--- src/rtl/crop_pkg.sv ---
// Shared types for the ROI crop engine: FSM states, coordinate/address types
// and the row padding helper.
package crop_pkg;

  typedef enum logic [2:0] {
    IDLE  = 3'd0,
    CHECK = 3'd1,
    RD    = 3'd2,
    WAIT  = 3'd3,
    WR    = 3'd4,
    PAD   = 3'd5,
    DONE  = 3'd6
  } state_t;

  typedef logic [10:0] coord_t;
  typedef logic [23:0] addr_t;

  // Zero bytes needed to round one output row up to a 4-byte boundary.
  function automatic logic [1:0] pad_bytes(input coord_t w, input int unsigned channels);
    int unsigned bytes;
    bytes = 32'(w) * channels;
    return 2'((32'd4 - (bytes % 32'd4)) % 32'd4);
  endfunction

endpackage

--- src/rtl/crop_addr_gen.sv ---
// Source byte address for pixel (x, y), channel ch, in a row-major
// interleaved image; all arithmetic is carried at the full 24-bit width.
module crop_addr_gen
  import crop_pkg::*;
#(
  parameter int WIDTH    = 100,
  parameter int CHANNELS = 3
) (
  input  logic [10:0] y,
  input  logic [10:0] x,
  input  logic [1:0]  ch,
  output logic [23:0] addr
);

  localparam addr_t ROW_BYTES = addr_t'(WIDTH * CHANNELS);
  localparam addr_t PIX_BYTES = addr_t'(CHANNELS);

  assign addr = addr_t'(y) * ROW_BYTES + addr_t'(x) * PIX_BYTES + addr_t'(ch);

endmodule

--- src/rtl/roi_crop_engine.sv ---
// Copies a rectangular region of a source image to a padded destination,
// bottom row first. Define CROP_MIRROR_EN to add the horizontal mirror input.
module roi_crop_engine
  import crop_pkg::*;
#(
  parameter int WIDTH     = 100,
  parameter int HEIGHT    = 100,
  parameter int CHANNELS  = 3,
  parameter int HDR_BYTES = 54,
  parameter int RD_LAT    = 1
) (
  input  logic        clk,
  input  logic        rst_n,
  input  logic        start,
`ifdef CROP_MIRROR_EN
  input  logic        mirror,
`endif
  input  logic [10:0] x_min,
  input  logic [10:0] x_max,
  input  logic [10:0] y_min,
  input  logic [10:0] y_max,
  output logic        busy,
  output logic        done,
  output logic        err,
  output logic [23:0] rd_addr,
  input  logic [15:0] rd_data,
  output logic [23:0] wr_addr,
  output logic [15:0] wr_data,
  output logic        wren,
  output logic [2:0]  dbg_state
);

  state_t state_q, state_d;
  coord_t x_lo, x_hi, y_lo, y_hi, x_q, y_q;
  logic [1:0] ch_q, pad_q, pad_cnt, wait_cnt;
  addr_t  wr_addr_q;
  logic   err_q, mir_q;
  logic   accept, bad_bounds, last_ch, last_x, last_y, last_pad, row_end, wait_end;
  coord_t x_first, x_end;

  assign accept     = start && (state_q == IDLE || state_q == DONE);
  assign bad_bounds = (x_lo > x_hi) || (y_lo > y_hi) ||
                      (int'(x_hi) >= WIDTH) || (int'(y_hi) >= HEIGHT);
  assign x_first    = mir_q ? x_hi : x_lo;
  assign x_end      = mir_q ? x_lo : x_hi;
  assign last_ch    = (ch_q == 2'(CHANNELS - 1));
  assign last_x     = (x_q == x_end);
  assign last_y     = (y_q == y_lo);
  assign last_pad   = (pad_cnt == 2'd1);
  assign row_end    = last_ch && last_x;
  assign wait_end   = (wait_cnt == 2'(RD_LAT - 2));

`ifdef CROP_MIRROR_EN
  always_ff @(posedge clk or negedge rst_n) begin
    if (!rst_n)      mir_q <= 1'b0;
    else if (accept) mir_q <= mirror;
  end
`else
  assign mir_q = 1'b0;
`endif

  always_ff @(posedge clk or negedge rst_n) begin
    if (!rst_n) state_q <= IDLE;
    else        state_q <= state_d;
  end

  always_comb begin
    state_d = state_q;
    case (state_q)
      IDLE, DONE: if (start) state_d = CHECK;
      CHECK:      state_d = bad_bounds ? DONE : RD;
      RD:         state_d = (RD_LAT == 1) ? WR : WAIT;
      WAIT:       if (wait_end) state_d = WR;
      WR: begin
        if (!row_end)          state_d = RD;
        else if (pad_q != 2'd0) state_d = PAD;
        else                   state_d = last_y ? DONE : RD;
      end
      PAD:        if (last_pad) state_d = last_y ? DONE : RD;
      default:    state_d = IDLE;
    endcase
  end

  // Scan counters only move at the end of a write, so rd_addr is stable
  // from RD through WR.
  always_ff @(posedge clk or negedge rst_n) begin
    if (!rst_n) begin
      x_lo <= '0; x_hi <= '0; y_lo <= '0; y_hi <= '0;
      x_q <= '0; y_q <= '0; ch_q <= '0;
      pad_q <= '0; pad_cnt <= '0; wait_cnt <= '0;
      err_q <= 1'b0;
      wr_addr_q <= addr_t'(HDR_BYTES);
    end else begin
      if (accept) begin
        x_lo <= x_min; x_hi <= x_max; y_lo <= y_min; y_hi <= y_max;
        err_q <= 1'b0;
        wr_addr_q <= addr_t'(HDR_BYTES);
      end
      case (state_q)
        CHECK: begin
          err_q <= bad_bounds;
          if (!bad_bounds) begin
            x_q   <= x_first;
            y_q   <= y_hi;
            ch_q  <= '0;
            pad_q <= pad_bytes(x_hi - x_lo + 11'd1, CHANNELS);
          end
        end
        RD:   wait_cnt <= '0;
        WAIT: wait_cnt <= wait_cnt + 2'd1;
        WR: begin
          wr_addr_q <= wr_addr_q + 24'd1;
          if (!last_ch) ch_q <= ch_q + 2'd1;
          else begin
            ch_q <= '0;
            if (!last_x)             x_q <= mir_q ? x_q - 11'd1 : x_q + 11'd1;
            else if (pad_q != 2'd0) pad_cnt <= pad_q;
            else if (!last_y) begin
              y_q <= y_q - 11'd1;
              x_q <= x_first;
            end
          end
        end
        PAD: begin
          wr_addr_q <= wr_addr_q + 24'd1;
          pad_cnt   <= pad_cnt - 2'd1;
          if (last_pad && !last_y) begin
            y_q <= y_q - 11'd1;
            x_q <= x_first;
          end
        end
        default: ;
      endcase
    end
  end

  crop_addr_gen #(.WIDTH(WIDTH), .CHANNELS(CHANNELS)) u_addr_gen (
    .y(y_q), .x(x_q), .ch(ch_q), .addr(rd_addr)
  );

  always_comb begin
    busy      = (state_q != IDLE) && (state_q != DONE);
    done      = (state_q == DONE);
    err       = err_q && (state_q == DONE);
    wren      = (state_q == WR) || (state_q == PAD);
    wr_data   = (state_q == WR) ? rd_data : 16'h0000;
    wr_addr   = wr_addr_q;
    dbg_state = state_q;
  end

endmodule

--- config.mk ---
export PLATFORM = sky130hd
export DESIGN_NAME = roi_crop_engine
export DESIGN_NICKNAME = d
export VERILOG_FILES = /design/src/rtl/crop_pkg.sv /design/src/rtl/crop_addr_gen.sv /design/src/rtl/roi_crop_engine.sv
export SDC_FILE = /design/constraint.sdc
export NUM_CORES = 1
export LEC_CHECK = 0
export BUFFER_PORTS_ARGS = -buffer_cell sky130_fd_sc_hd__buf_2
export CAP_MARGIN = 5
export CORE_UTILIZATION = 35
export CTS_BUF_LIST = sky130_fd_sc_hd__clkbuf_4 sky130_fd_sc_hd__clkbuf_8 sky130_fd_sc_hd__clkbuf_16
export DETAILED_ROUTE_END_ITERATION = 8
export PLACE_DENSITY = 0.59
export SYNTH_ARGS = -nofsm -noshare
export SYNTH_HDL_FRONTEND = slang
export SYNTH_HIERARCHICAL = 1
export SYNTH_SLANG_ARGS = --single-unit
export TNS_END_PERCENT = 30
--- constraint.sdc ---
create_clock -name clk -period 10.75 [get_ports clk]
set_clock_uncertainty 0.1 [all_clocks]
set_input_delay 1.6125 -clock clk [delete_from_list [all_inputs] [get_ports clk]]
set_output_delay 1.6125 -clock clk [all_outputs]
set_load 0.1 [all_outputs]
==> results by group <==
Floorplanning
  • FP Rows: 56
  • Die Height: 156 um
  • Die W: 156 um
  • Die area: 24,400 sq um
  • Core area: 23,400 sq um
  • Top Ports: 134
  • Initial Util: 35.6%

GRT
  • Vias in the first global route: 6,759
  • First-pass GRT wire length: 34,200 um
  • All-Layer GR Usage: 17.5%
  • GRT overflow: 0
  • Initial antenna violation count: 0
  • Largest net degree at the start of global routing: 73

Routing
  • Wire length on met3: 1040 um
  • Wire length on met1: 10,300 um
  • DRT Pass-1 Iters: 5
  • Drc violations: 0
  • Routed vias: 7,146
  • Drt wl/cell: 14.7 um
  • Vias/cell: 5.06
  • Number of DRC markers in iteration 0: 364
  • Post-route antenna net violation count: 0
  • Final WL: 20,800 um
  • DR top layer: met4
  • DR WL met2: 9210 um

Yosys
  • Post-synth top area share: 29.4%
  • Synth unique cells: 77
  • Async S/R FF share, synth: 100%
  • Syn avg cell area: 8.54 sq um
  • Synthesized area: 8340 sq um
  • Post-synthesis sequential area ratio: 30.7%
  • Area leader, netlist: dfrtp_1
  • Cells after Synth: 976
  • Largest cells by area after synthesis: dfrtp_1, ha_1, nand2_1, fa_1, o21ai_0
  • Top FF cell, synth: dfrtp_1
  • Yosys reg bits: 102
  • Number of synthesized flops with an enable pin: 0
  • Yosys warns: 6

Critical path
  • CP bufs+invs: 3
  • Cell family with most CP delay: adder cells
  • Crit Path Max Fanout: 10
  • Critical Path AT: 5.90 ns
  • WP data required: 9.04 ns
  • Critical path class: register to output port
  • Slowest-stage cell, CP: o41ai_1
  • CP Capture Type: output port
  • R2R Setup Slk: 7.04 ns
  • Crit path cell chain: ha_1, ha_1, inv_1, fa_1, fa_1, inv_1, ha_1, o211ai_1, a21oi_1, a211oi_1, xnor2_1, fa_1, ha_1, o41ai_1, o21ai_1, nand4_1, xor2_1, buf_2
  • Worst setup SP type: register
  • Slowest cell delay on critical path: 0.59 ns
  • Most used cell, CP: ha_1

Timing
  • Setup TNS: 0 ns
  • Slew @ Worst Pin: 0.828 ns
  • RSZ-0062 raised after global routing: no
  • Final setup fails: 0
  • F_max: 131 MHz
  • Fin crit period: 7.61 ns
  • Number of max-slew violations in the final report: 0
  • Worst relative slew slack: 44.6%
  • Final Hold Fails: 0
  • Crit share post-route: 70.8%

Clocking
  • CTS tree: built
  • Clock transition at the registers of the reported paths: 0.08 ns
  • Max clock buf depth: 2
  • H-tree Lvls: 3
  • Post-CTS resize count: 0
  • Clock sinks: 102
  • CTS buffer count: 9
  • Post-CTS setup buffers: 0
  • Worst-Skew Late Latency: 0.36 ns
  • Hold-fix buffers at CTS: 0
  • CTS root buffer: clkbuf_16

Layout
  • Area grow syn2layout: 14.6%
  • Share of cells above drive strength 1: 16.8%
  • Fin nets: 1,261
  • # diodes: 0
  • Fillers: 2,465

Run
  • Max_cap viols: 0

Placement
  • Input/output buffers: 130
  • DP Wirelength: 15,700 um
  • GPL Wtd Cong: 0.850

Status
  • Status: finished, final reports clean

Min path
  • Hold Path Class: register to register
[layout make-up]
cell class / instances / area, sq um / area share, %
multi-input cells: 748 / 5270 / 55.2
repair buffers: 134 / 683 / 7.15
flip-flops and latches: 102 / 2560 / 26.8
clock buffers: 9 / 225 / 2.36
inverters: 92 / 345 / 3.62
clock inverters: 7 / 71.3 / 0.747
well taps: 319 / 399 / 4.18
[final timing paths]
check,to,cells past startpoint,from
hold reg to reg,wr_addr[23],1,wr_addr[23]
setup / recovery,rd_addr[19],18,y_q[4]
max in group asynchronous,dbg_state[2],2,rst_n
hold / removal,wr_addr[23],1,wr_addr[23]
min in group asynchronous,wr_addr[21],1,rst_n
setup reg to reg,x_q[2],9,dbg_state[1]
[through the flow]
step / area [sq um] / util (%) / hold WS, ns / instances / worst slack (ns)
2_1_floorplan: 8340 / - / 0.342 / 978 / 2.91
3_5_place_dp: 9260 / 39.5 / 0.363 / 1395 / 3.50
3_3_place_gp: 9260 / 39.5 / 0.356 / 1395 / 3.64
6_report: 9550 / 40.8 / 0.373 / 1411 / 3.14
5_1_grt: 9550 / 40.8 / 0.394 / 1411 / 2.83
4_1_cts: 9550 / 40.8 / 0.378 / 1411 / 3.09
[flip-flops by register name, indices dropped and copies added (netlist names), 2 cells and up]
name       flops
y_hi          11
y_lo          11
x_end         11
pad_cnt        2
wait_cnt       2
ch_q           2
wr_addr       24
dbg_state      3
y_q           11
x_q           11
pad_q          2
x_first       11
[routing by layer]
metal	global-route usage (%)	vias to the layer above
met2	27.7	153
met4	3.08	0
met1	24.6	3379
li1	-	3603
met3	3.90	11
met5	0	-
[cell families after synthesis]
logic type	Yosys count	synth area share [%]
and+or+nand+nor	357	21.1
AOI/OAI and AO/OA	217	16.6
buffers and inverters	128	6.20
adders and majority gates	111	18.8
DFF	102	30.7
xor gates and xnor gates	49	5.24
muxes	11	1.35
other	1	0.0450
[cells in the mapped netlist, drive strengths merged (3+ instances only)]
cell      n
nand4     9
ha       87
or4       3
o22a      3
and3     29
nor3b     7
mux2i     9
a21oi    52
nand2   134
clkbuf   24
o211ai    3
fa       24
nand2b   11
a211oi    9
o21a      7
nor2b     4
a21o      6
or3       5
a31oi    11
nand3    43
dfstp     4
dfrtp    98
buf      12
o21bai    4
nor4     10
o31ai     9
xor2     22
nor2     57
and4      3
and2      8
o21ai    89
xnor2    27
o22ai     6
nor3     27
inv      92
[placed cells by master (no fill, tap or decap), types with 6 or more instances in the layout]
cell type  count
a211oi_1       8
a21o_1         6
xor2_1        21
xnor2_1       27
fa_1          24
a31oi_1       10
mux2i_1        9
nand4_1        9
inv_1         92
nor3_1        27
o21ai_0       83
and3_1        29
nor2_1        57
ha_1          87
a21oi_1       49
dfrtp_1       98
nand3_1       42
nand2b_1      10
clkbuf_16      9
o31ai_1        9
nor3b_1        6
nor4_1         8
nand2_1      132
buf_2        129
and2_1         7
Power is not shown: default switching activity piles up to over one toggle a cycle in this logic, so the estimate is an artifact.
